`config.mk`:
```
export PLATFORM = sky130hd
export DESIGN_NAME = xorshift_rng
export DESIGN_NICKNAME = d
export VERILOG_FILES = /design/src/rtl/xorshift_rng.sv
export SDC_FILE = /design/constraint.sdc
export NUM_CORES = 1
export LEC_CHECK = 0
export CELL_PAD_IN_SITES_DETAIL_PLACEMENT = 1
export CELL_PAD_IN_SITES_GLOBAL_PLACEMENT = 2
export CORE_MARGIN = 2
export CORE_UTILIZATION = 30
export CTS_BUF_LIST = sky130_fd_sc_hd__clkbuf_4 sky130_fd_sc_hd__clkbuf_8 sky130_fd_sc_hd__clkbuf_16
export CTS_CLUSTER_DIAMETER = 150
export DETAILED_ROUTE_END_ITERATION = 6
export GPL_TIMING_DRIVEN = 0
export PLACE_DENSITY = 0.91
export SYNTH_ARGS = -nofsm -noshare
export SYNTH_HDL_FRONTEND = slang
export SYNTH_SLANG_ARGS = --single-unit
```
`constraint.sdc`:
```
create_clock -name clk -period 5.55 [get_ports clk]
set_input_delay 1.665 -clock clk [delete_from_list [all_inputs] [get_ports clk]]
set_output_delay 1.665 -clock clk [all_outputs]
set_load 0.005 [all_outputs]
```
`src/rtl/xorshift_rng.sv`:
```
// rtl/xorshift_rng.sv - parametrised xorshift random source with seed load, pop handshake and skip-ahead
// W must be 32 or 64; SEED must be nonzero since the all-zero state is absorbing.
module xorshift_rng #(
    parameter int             W    = 32,
    parameter int             SA   = 13,
    parameter int             SB   = 17,
    parameter int             SC   = 5,
    parameter logic [W-1:0]   SEED = W'(32'hEBADD4A9)
) (
    input  logic          clk,
    input  logic          rst_n,
    input  logic          seed_we,
    input  logic [W-1:0]  seed_in,
    input  logic          rd_en,
    input  logic          skip_start,
    input  logic [15:0]   skip_cnt,
    output logic [W-1:0]  out,
    output logic          out_valid,
    output logic          busy,
    output logic [31:0]   draw_cnt
);

    typedef enum logic {
        S_IDLE,
        S_SKIP
    } state_e;

    state_e        fsm_q, fsm_d;
    logic [W-1:0]  x_q, x_d;
    logic [15:0]   rem_q, rem_d;
    logic [31:0]   cnt_q, cnt_d;

    function automatic logic [W-1:0] step(input logic [W-1:0] x);
        logic [W-1:0] x1;
        logic [W-1:0] x2;
        x1 = x ^ (x << SA);
        x2 = x1 ^ (x1 >> SB);
        return x2 ^ (x2 << SC);
    endfunction

    always_ff @(posedge clk) begin
        if (!rst_n) begin
            fsm_q <= S_IDLE;
            x_q   <= SEED;
            rem_q <= '0;
            cnt_q <= '0;
        end else begin
            fsm_q <= fsm_d;
            x_q   <= x_d;
            rem_q <= rem_d;
            cnt_q <= cnt_d;
        end
    end

    always_comb begin
        fsm_d = fsm_q;
        x_d   = x_q;
        rem_d = rem_q;
        cnt_d = cnt_q;
        case (fsm_q)
            S_IDLE: begin
                // A skip request swallows a same-cycle pop; the start cycle itself does not step.
                if (skip_start && (skip_cnt != 16'd0)) begin
                    rem_d = skip_cnt;
                    fsm_d = S_SKIP;
                end else if (rd_en) begin
                    x_d   = step(x_q);
                    cnt_d = cnt_q + 32'd1;
                end
            end
            S_SKIP: begin
                x_d   = step(x_q);
                cnt_d = cnt_q + 32'd1;
                rem_d = rem_q - 16'd1;
                if (rem_q == 16'd1) begin
                    fsm_d = S_IDLE;
                end
            end
            default: fsm_d = S_IDLE;
        endcase
        if (seed_we) begin
            x_d   = (seed_in == '0) ? SEED : seed_in;
            cnt_d = '0;
            rem_d = '0;
            fsm_d = S_IDLE;
        end
    end

    assign out       = x_q;
    assign out_valid = (fsm_q == S_IDLE);
    assign busy      = (fsm_q == S_SKIP);
    assign draw_cnt  = cnt_q;

endmodule

```
* After elaboration in Yosys (flattened, before gate mapping)
Cells that the tools add are included.
** Storage, ports and cells
- Latch bits :: 0
- Memory bits (writable) :: 0
- Memories kept :: 0
- Register bits :: 81
- ROM bits :: 0
** Cells by class
- Shifts and indexed selects :: 0
- Multipliers :: 0
- Mux-type cells :: 13
- Order comparisons :: 0
- Reduce and logical (&&, ||, !) cells :: 6
- Equality and inequality tests :: 6
- Bitwise logic cells :: 5
- Divide/modulo/power cells :: 0
- Add/subtract/negate cells :: 2
** Operators by type and width (count)
- 32-bit 2-to-1 mux :: 6
- 32-bit case mux with 2 select lines :: 2
- 32-bit bitwise XOR :: 2
- 32-bit by 1-bit adder with 32-bit output (second input constant) :: 1
- 32-bit logical NOT :: 1
- 16-bit case mux with 2 select lines :: 1
- 32-bit by 15-bit bitwise XOR with 32-bit output :: 1
- 16-bit by 1-bit == test with 1-bit output (second input constant) :: 1
- 16-bit 2-to-1 mux :: 1
- 16-bit nonzero test :: 1
- 16-bit by 1-bit subtractor with 16-bit output (second input constant) :: 1
- 3-bit inequality test (second input constant) :: 2
- 2-bit inequality test (second input constant) :: 2
- 2-bit AND reduction :: 2
- 1-bit 2-to-1 mux :: 2
- 2-bit by 1-bit inequality test with 1-bit output (second input constant) :: 1
- 1-bit NOT :: 2
- 1-bit case mux with 2 select lines :: 1
- 2-bit OR reduction :: 1
- 1-bit logical AND :: 1

* Depth between registers and ports, before layout
- Depth after elaboration :: 7
- Depth in mapped cells :: 7

* Worst setup path after synthesis
No wires, ideal clock.
- Path kind :: input to register
- Start :: input port skip_cnt[14]
- End :: register cnt_q[21] (netlist: draw_cnt[21])
- Arrival time :: 3.601 ns
- Slack :: 1.879 ns
- Library setup time :: 0.070 ns
- Buffers on the path :: 1
- Data required time :: 5.480 ns
- Stages :: 6
- Cell sequence :: or4_1 > o41ai_4 > buf_6 > o2111ai_1 > or3_1 > a21oi_1
** Between the ends
- Word-level cells in the longest chain between the ends :: 4
** RTL lines
- start, declared :: RTL line 16 : input logic [15:0] skip_cnt,
- 16-bit nonzero test :: RTL line 63 : if (skip_start && (skip_cnt != 16'd0)) begin
- 1-bit logical AND :: RTL line 63
- 2-bit inequality test (no source line)
- 2-bit AND reduction (no source line)
- end signal, assigned :: RTL line 51 : cnt_q <= cnt_d;
- end, declared :: RTL line 31 : logic [31:0] cnt_q, cnt_d;
No other way between the ends.
A chain may end at the register's enable or synchronous reset.

* Worst setup path after layout
- Start :: input port skip_cnt[5]
- End :: register x_q[10] (netlist: out[10])
** Between the ends
- Word-level cells in the longest chain between the ends :: 4
** RTL lines
- 16-bit nonzero test :: RTL line 63
- 1-bit logical AND :: RTL line 63
- 3-bit inequality test (no source line)
- 2-bit AND reduction (no source line)
- end signal, assigned :: RTL line 44 : x_q <= SEED;
- end signal, assigned :: RTL line 49 : x_q <= x_d;
- end, declared :: RTL line 29 : logic [W-1:0] x_q, x_d;
No other way between the ends.

==> impl_metrics.py <==
metrics = {
    "run_status": {
        "status": "complete, no violations",
    },
    "timing": {
        "setup_viol": 0,
        "max_freq_mhz": 226,
        "grt_setup_unrepaired": "false",
        "drv_slew": 0,
        "setup_ws_ps": 1120,
        "tns_ps": 0,
        "worstMarginPinSlew_ps": 1370,
        "relSlewSlack": 0.0816,
        "period_needed_ps": 4430,
        "final-hold-violation-count": 0,
        "finalCritPeriodShare": 0.798,
        "fin_skew_ps": 11.2,
    },
    "critical_path": {
        "cp-end-kind": "flop",
        "cp-start-kind": "primary input",
        "r2r_setup_slack_ps": 2860,
        "r2r_start": "busy",
        "worst_path_max_delay_cell": "o41ai_4",
        "reg2reg_to": "out[10]",
        "r2r_cells": 5,
        "cp_max_fo": 10,
        "worstSetupPathType": "in -> reg",
        "required_ps": 5760,
        "arrival_ps": 4630,
        "max_stage_delay_ps": 780,
        "crit_chain": "clkdlybuf4s50_1, or4_4, o41ai_4, a211oi_1, clkbuf_1, nand2_1, nand3_1",
    },
    "finish": {
        "fin_nets": 723,
        "n_antenna_cell": 0,
        "area_delta_synth_final_pct": 37.7,
        "drive_gt1_frac": 0.0447,
        "finalInstanceArea_um2": 6230,
    },
    "clocking": {
        "cts_root_buf": "clkbuf_16",
        "htreeDepth": 3,
        "cts_buffers": 9,
        "clkSlewWorstSetupHoldPaths_ps": 60,
        "cts_hold_buffers": 0,
        "clockBufferDepth": 2,
        "cts_resized": 0,
        "worstSkewPairLatency_ps": 350,
        "post_cts_buffers": 0,
        "cts_tree": "built",
        "clock_sinks": 81,
    },
    "hold_path": {
        "hp-class": "reg -> reg",
        "hold_end": "rem_q[6]",
        "hold_path_depth": 2,
        "min_from": "rem_q[6]",
    },
    "global_routing": {
        "grt_pass1_wl_um": 27200,
        "gr-total-overflow": 0,
        "antenna_found_initial": 0,
        "grt_pass1_vias": 4929,
        "grt_max_degree": 13,
        "gr-usage-all-layers": 0.215,
    },
    "place": {
        "pre_cts_slack_ps": 796,
        "dpl_cell_area_um2": 5920,
        "gp_congestion": 0.886,
        "hpwlAfterDp_um": 12900,
        "io_buffers": 117,
    },
    "floorplan": {
        "start_util": 0.309,
        "coreArea_um2": 14600,
        "fp.dieArea_um2": 16100,
        "io_pins": 119,
        "dieWidth_um": 127,
        "rows": 44,
        "die_y_um": 127,
    },
    "logic_synthesis": {
        "synthArstFlopShare": 0,
        "postSynthAreaPerCell_um2": 8.39,
        "synth_area_leader_cell": "dfxtp_1",
        "ys_warn_count": 0,
        "synth_seq_cells": 81,
        "yosys_most_used_dff": "dfxtp_1",
        "ys_types": 53,
        "netlist_top_cells_count": "dfxtp_1, nand2_1, xnor2_1, nand3_1, a21oi_1",
        "synth_top_area_frac": 0.359,
        "seq_area_frac_synth": 0.359,
        "synthesis.nets": 595,
        "syn_area_um2": 4520,
        "synth_edf_count": 0,
        "synthCells": 539,
        "synth.area.top_cells": "dfxtp_1, xnor2_1, xor2_1",
        "yosysMostFrequentCell": "dfxtp_1",
    },
    "routing": {
        "wl_per_cell_um": 20.3,
        "vias": 4802,
        "wl_um": 17300,
        "viasPerCell": 5.62,
        "drt_pass1_iterations": 4,
        "drc_errors": 0,
        "drt_iter0_markers": 287,
        "ant_nets": 0,
    },
    "power": {
        "intPower_w": 0.00132,
        "p_sw_frac": 0.321,
        "p_sw_w": 0.000626,
        "p_per_area_nw_per_um2": 313,
        "p_comb_frac": 0.322,
        "peakVddDrop_uv": 144,
        "seqPwrFrac": 0.354,
        "power_frac_clock": 0.324,
        "cellLeakagePower_nw": 2.14,
    },
    "job": {
        "drv_cap": 0,
    },
}
power by group through the flow:
stage	Clock [W]	Combinational, W	Sequential [W]
CTS	0.000645	0.000629	0.000690
detailed placement	0	0.000622	0.000703
floorplan	0	0.000394	0.000688
finish	0.000632	0.000629	0.000690
global route	0.000662	0.000681	0.000697
global placement	0	0.000607	0.000699
critical path: cells and delay by family:
kind	cells	cell delay [ps]
and+or+nand+nor	3	840
AOI/OAI and AO/OA	2	1250
buffers and inverters	2	860
per-layer routing:
layer / routed length, um / share of wire / GRT usage
met2: 8410 / 0.49 / 0.368
met4: 397 / 0.023 / 0.0808
met1: 7510 / 0.43 / 0.273
met3: 1010 / 0.058 / 0.0375
met5: 0 / 0 / 0
flip-flops by register name (all words and copies together) (netlist names):
register and count:
out 32, draw_cnt 32, busy 1, rem_q 16
cell usage in the layout, fill, tap and decap left out, types with 18 or more instances in the layout:
cell type,netlist,final
o211ai_1,25,25
nand2_1,55,55
dfxtp_1,81,81
nor2_1,29,29
o221ai_1,18,18
a21oi_1,38,38
nand3_1,40,40
xor2_1,28,28
xnor2_1,43,43
clkdlybuf4s50_1,0,117
clkbuf_1,26,26
worst max-delay path by stage:
stage / to / slack [ps] / cells past startpoint / startpoint
floorplan: draw_cnt[21] / 1880 / 6 / skip_cnt[14]
finish: out[10] / 1120 / 7 / skip_cnt[5]
detailed placement: out[5] / 800 / 7 / skip_cnt[5]
global route: out[5] / 980 / 7 / skip_cnt[5]
CTS: out[8] / 1150 / 6 / skip_cnt[5]
global placement: out[23] / 850 / 7 / skip_cnt[6]
through the flow:
stage	hold slack [ps]	cells	total power, W	util
after detailed placement	481	840	0.00132	0.405
after CTS	500	855	0.00196	0.425
final	498	855	0.00195	0.425
after floorplan	452	539	0.00108	-
after global placement	470	840	0.00131	0.405
after global routing	529	855	0.00204	0.425
area by class of cell:
cell class | count | area (um2)
buffer | 33 | 138
clock buffer | 13 | 268
clock inverter | 2 | 37.5
fill | 1726 | 8410
inverter | 10 | 37.5
multi-input combinational | 415 | 2730
sequential | 81 | 1620
tap | 184 | 230
timing repair buffer | 117 | 1170
cells by family after synthesis:
group | synth area share
compound gates | 0.209
mux | 0.00692
flops | 0.359
buf+inv | 0.0387
fa+ha+maj | 0.00830
xor+xnor | 0.153
simple gates | 0.226
(Power assumes the default switching activity.)
